## src/rtl/alu_result_writeback.sv

```systemverilog
// Writeback stage for the 64-bit ALU: holds one result in Z and returns it to the
// 32-bit bus in one or two handshaked beats, updating HI/LO, flags and a done counter.
module alu_result_writeback #(
   parameter logic [4:0]  OP_MUL = 5'b00010,
   parameter logic [4:0]  OP_DIV = 5'b00011,
   parameter int unsigned CNT_W  = 16
) (
   input  logic             clock,
   input  logic             clear,
   input  logic [63:0]      alu_c,
   input  logic [4:0]       alu_op,
   input  logic             in_valid,
   output logic             in_ready,
   output logic [31:0]      bus_out,
   output logic             bus_valid,
   output logic             bus_hi,
   input  logic             bus_ready,
   output logic [31:0]      hi_q,
   output logic [31:0]      lo_q,
   output logic             zero_flag,
   output logic             neg_flag,
   output logic             busy,
   output logic [CNT_W-1:0] ops_done
);

   typedef enum logic [1:0] {
      IDLE    = 2'd0,
      BEAT_LO = 2'd1,
      BEAT_HI = 2'd2
   } state_e;

   state_e           state_q, state_d;
   logic [63:0]      z_q, z_d;
   logic [4:0]       op_q, op_d;
   logic [31:0]      hi_d, lo_d;
   logic             zero_q, zero_d;
   logic             neg_q, neg_d;
   logic [CNT_W-1:0] cnt_q, cnt_d;
   logic [31:0]      bus_out_q, bus_out_d;
   logic             bus_valid_q, bus_valid_d;
   logic             bus_hi_q, bus_hi_d;
   logic             busy_q, busy_d;

   logic in_wide;
   logic in_mul;
   logic held_wide;

   assign in_mul    = (alu_op == OP_MUL);
   assign in_wide   = in_mul || (alu_op == OP_DIV);
   assign held_wide = (op_q == OP_MUL) || (op_q == OP_DIV);

   assign in_ready  = (state_q == IDLE) && !clear;
   assign bus_out   = bus_out_q;
   assign bus_valid = bus_valid_q;
   assign bus_hi    = bus_hi_q;
   assign zero_flag = zero_q;
   assign neg_flag  = neg_q;
   assign busy      = busy_q;
   assign ops_done  = cnt_q;

   always_comb begin
      state_d = state_q;
      z_d     = z_q;
      op_d    = op_q;
      hi_d    = hi_q;
      lo_d    = lo_q;
      zero_d  = zero_q;
      neg_d   = neg_q;
      cnt_d   = cnt_q;

      case (state_q)
         IDLE: begin
            if (in_valid) begin
               z_d     = alu_c;
               op_d    = alu_op;
               state_d = BEAT_LO;
               if (in_wide) begin
                  hi_d = alu_c[63:32];
                  lo_d = alu_c[31:0];
               end
               // Only a MUL product is judged on all 64 bits; DIV flags follow the quotient
               if (in_mul) begin
                  zero_d = (alu_c == 64'd0);
                  neg_d  = alu_c[63];
               end else begin
                  zero_d = (alu_c[31:0] == 32'd0);
                  neg_d  = alu_c[31];
               end
            end
         end
         BEAT_LO: begin
            if (bus_ready) begin
               if (held_wide) begin
                  state_d = BEAT_HI;
               end else begin
                  state_d = IDLE;
                  cnt_d   = cnt_q + CNT_W'(1);
               end
            end
         end
         BEAT_HI: begin
            if (bus_ready) begin
               state_d = IDLE;
               cnt_d   = cnt_q + CNT_W'(1);
            end
         end
         default: state_d = IDLE;
      endcase
   end

   // Bus outputs are registered, so they are decoded from the next state and next Z
   always_comb begin
      bus_valid_d = (state_d != IDLE);
      bus_hi_d    = (state_d == BEAT_HI);
      busy_d      = (state_d != IDLE);
      bus_out_d   = '0;
      case (state_d)
         BEAT_LO: bus_out_d = z_d[31:0];
         BEAT_HI: bus_out_d = z_d[63:32];
         default: bus_out_d = '0;
      endcase
   end

   always_ff @(posedge clock) begin
      if (clear) begin
         state_q     <= IDLE;
         z_q         <= '0;
         op_q        <= '0;
         hi_q        <= '0;
         lo_q        <= '0;
         zero_q      <= 1'b0;
         neg_q       <= 1'b0;
         cnt_q       <= '0;
         bus_out_q   <= '0;
         bus_valid_q <= 1'b0;
         bus_hi_q    <= 1'b0;
         busy_q      <= 1'b0;
      end else begin
         state_q     <= state_d;
         z_q         <= z_d;
         op_q        <= op_d;
         hi_q        <= hi_d;
         lo_q        <= lo_d;
         zero_q      <= zero_d;
         neg_q       <= neg_d;
         cnt_q       <= cnt_d;
         bus_out_q   <= bus_out_d;
         bus_valid_q <= bus_valid_d;
         bus_hi_q    <= bus_hi_d;
         busy_q      <= busy_d;
      end
   end

endmodule

```

## config.mk

```make
export PLATFORM = sky130hd
export DESIGN_NAME = alu_result_writeback
export DESIGN_NICKNAME = d
export VERILOG_FILES = /design/src/rtl/alu_result_writeback.sv
export SDC_FILE = /design/constraint.sdc
export NUM_CORES = 1
export LEC_CHECK = 0
export ABC_CLOCK_PERIOD_IN_PS = 2100
export BUFFER_PORTS_ARGS = -buffer_cell sky130_fd_sc_hd__buf_4
export CAP_MARGIN = 20
export CORE_ASPECT_RATIO = 1.25
export CORE_MARGIN = 2
export CORE_UTILIZATION = 47
export CTS_CLUSTER_DIAMETER = 150
export DETAILED_ROUTE_END_ITERATION = 12
export GPL_TIMING_DRIVEN = 0
export PLACE_DENSITY = 0.86
export REMOVE_ABC_BUFFERS = 1
export SYNTH_ARGS = -nofsm -noshare
export SYNTH_HDL_FRONTEND = slang
export SYNTH_SLANG_ARGS = --single-unit
```

## constraint.sdc

```tcl
create_clock -name clock -period 2.1 [get_ports clock]
set_input_delay 0.21 -clock clock [delete_from_list [all_inputs] [get_ports clock]]
set_output_delay 0.21 -clock clock [all_outputs]
set_load 0.01 [all_outputs]
```

==> results.md <==
- Run status: finished with violations
- Failing checks: setup timing
- Sink Count: 186
- Vias/cell: 5.44
- Seq/Total Area, Yosys: 53.9%
- Max IR drop VDD: 0.000576 V
- Routed wire length: 20000 um
- Die area: 0.0157 sq mm
- Simple-gate share of the synthesized area: 20.6%
- Post-Synth XOR/XNOR Area: 0%
- HP Class: in -> reg
- Leak: 0.00393 uW
- Global routing usage on met3: 6.49%
- H-tree Lvls: 4
- Worst Hold Depth: 3
- Max Cap Violations: 0
- Layout Nets: 1028
- FF+latch count, synth: 186
- GP Congestion: 0.844
- Final worst path period need: 2260 ps
- Largest cells by area after synthesis: dfxtp_1, mux2i_1, nand2_1, a21oi_1, nor2_1
- Worst R2R End: bus_out[28]
- Hold buffers post-CTS: 0
- Die width: 112 um
- Clock transition at the registers of the reported paths: 70 ps
- Slew margin rel.: 56.8%
- Vias in the first global route: 5880
- Clk Latency, worst-skew pair: 430 ps
- Worst-case clock buffer depth: 2
- Worst setup margin: -159 ps
- Synth area leader: dfxtp_1
- Synth top cells by count: dfxtp_1, nand2_1, a21oi_1, nor2_1, mux2i_1
- CP required: 2470 ps
- Final number of hold-violating endpoints: 0
- Critical path peak fanout: 6
- Finished Core Util: 66.7%
- Die height: 140 um
- Post-DP HPWL: 12800 um
- Initial Util: 48.0%
- Largest net degree at the start of global routing: 83
- Mapped Area: 0.00691 sq mm
- Vias after detailed routing: 6211
- Core Box Area: 0.0144 sq mm
- TritonCTS buffer count: 17
- Maximum clock frequency: 0.443 GHz
- Clk root buf: clkbuf_16
- RSZ-0062 raised after global routing: true
- Detail Route Antenna Nets: 0
- EDFF count, synth: 0
- Final Setup Violations: 33
- WS Path Type: reg -> reg
- PD cells: 810 mW/mm^2
- PortBufs: 190
- Mean area per synthesized cell: 9.10 sq um
- Crit end category: flip-flop
- Worst clock skew: 9.71 ps
- Yosys top cell area share: 53.9%
- CTS tree: yes
- Iter 0 DRT Violations: 547
- Hold WS: 30.5 ps
- Worst Min Path Start: alu_op[1]
- R2r setup slk: -160 ps
- Ratio of final minimum period to clock period: 108%
- Share of layout cells above drive strength 1: 30.5%
- Distinct cell type count after synthesis: 40
- Crit path DAT: 2630 ps
- Hold Path Sink: op_q[1]
- Post-synthesis compound-gate area fraction: 10.8%
- Main combinational cell family by area after synthesis: simple AND/OR/NAND/NOR gates
- Synth Instances: 760
- Setup TNS Final: -3700 ps
- Total power: 7780 uW
- Yosys warnings: 0
- Post-synthesis adder-cell area fraction: 0.905%
- Main flop type after synthesis: dfxtp_1
- DRC Markers: 0
- 1st-pass router iterations: 5
- Worst slew pin tran: 647 ps
- Total global routing overflow: 0
- Reg2reg path depth: 9
- Row Count: 49
- IO Count: 191
- Reg2reg start: op_q[4]
- FFs w/ async S/R, synth: 0%
- Most frequent cell after synthesis: dfxtp_1
- Dpl ws: -577 ps
- Mux cell area share after synthesis: 10.2%
- Crit path launch type: flip-flop
- M1 GR Usage: 30.2%
- Grt met2 use: 41.0%
- Max Slew Vio Count: 0
- Initial antenna violation count: 0
- Overall Global Routing Usage: 24.6%
- First-pass GRT wire length: 30500 um
- Avg WL per Cell: 17.6 um
- # diodes: 0
- Most Crowded Layer GR: met2
- Synthesis-to-finish area growth: 38.9%
==> metrics by stage <==
stage | instances | cell area [sq um]
floorplan | 707 | 6690
global placement | 1075 | 8340
detailed placement | 1089 | 8580
CTS | 1134 | 9370
global route | 1141 | 9610
finish | 1141 | 9610
==> worst max-delay path by stage <==
stage	start	to	cells after the start
finish	op_q[4]	bus_out[28]	9
floorplan	state_q[0]	hi_q[0]	4
global placement	state_q[0]	hi_q[6]	4
global route	op_q[4]	bus_out[11]	9
detailed placement	op_q[4]	bus_out[30]	7
CTS	op_q[4]	bus_out[30]	8
==> cell families after synthesis <==
family	count (synthesis)
AO/OA/AOI/OAI	131
adder cells (fa/ha/maj)	5
buffers and inverters	61
flip-flops	186
multiplexers	70
AND/OR/NAND/NOR	307
==> area by class of cell <==
cell class / count / area [sq um]
clock buffers: 19 / 433
clock inverters: 13 / 143
fillers: 1126 / 4800
inverters: 8 / 37.5
multi-input cells: 516 / 3160
flip-flops and latches: 186 / 3720
well taps: 178 / 223
repair buffers: 221 / 1890
==> layer usage <==
layer  up-vias  routed length, um
met3        31               1070
met5         -                  0
met4         0                412
li1       2985                  -
met2       202              10100
met1      2993               8470
==> critical path: stages, from the launching register on <==
cell and delay (ps):
dfxtp_2 320, or4b_4 540, o32a_1 390, inv_2 90, ha_4 140, clkinvlp_4 90
buf_12 150, buf_12 140, o22ai_2 160, nor2b_2 170
==> registers in the layout, indices dropped and copies added, names as in the netlist <==
register   cells
z_q           64
bus_out       32
hi_q          32
lo_q          32
ops_done      16
op_q           4
state_q        2
bus_hi         1
busy           1
neg_flag       1
zero_flag      1
==> placed cells by master, fill, tap and decap left out, types with 12 or more instances in the layout <==
| cell | Yosys | layout |
|---|---|---|
| o31ai_1 | 12 | 12 |
| clkbuf_16 | 0 | 20 |
| nor2b_1 | 34 | 32 |
| mux2i_1 | 69 | 69 |
| o22ai_2 | 0 | 14 |
| buf_4 | 2 | 197 |
| nor2_1 | 78 | 77 |
| nand2_1 | 137 | 136 |
| a21oi_1 | 78 | 78 |
| nor4_1 | 16 | 16 |
| o22ai_1 | 32 | 17 |
| dfxtp_1 | 186 | 185 |
==> repair_timing <==
item / in CTS / in global routing
resized for setup: 18 / 27
endpoints found under the setup margin: 107 / 48
pin swaps: 3 / 15
buffers inserted: 10 / 5
cloned: 3 / 3
endpoints found under the hold margin: 0 / 0
==> report_power, final <==
| group | leakage, uW | switching [uW] | internal (uW) | total (uW) |
|---|---|---|---|---|
| sequential | 0.00151 | 44.4 | 3650 | 3700 |
| clock | 0.000267 | 1400 | 1760 | 3170 |
| combinational | 0.00215 | 493 | 422 | 915 |
| total | 0.00393 | 1940 | 5840 | 7780 |
(Power assumes the default switching activity.)
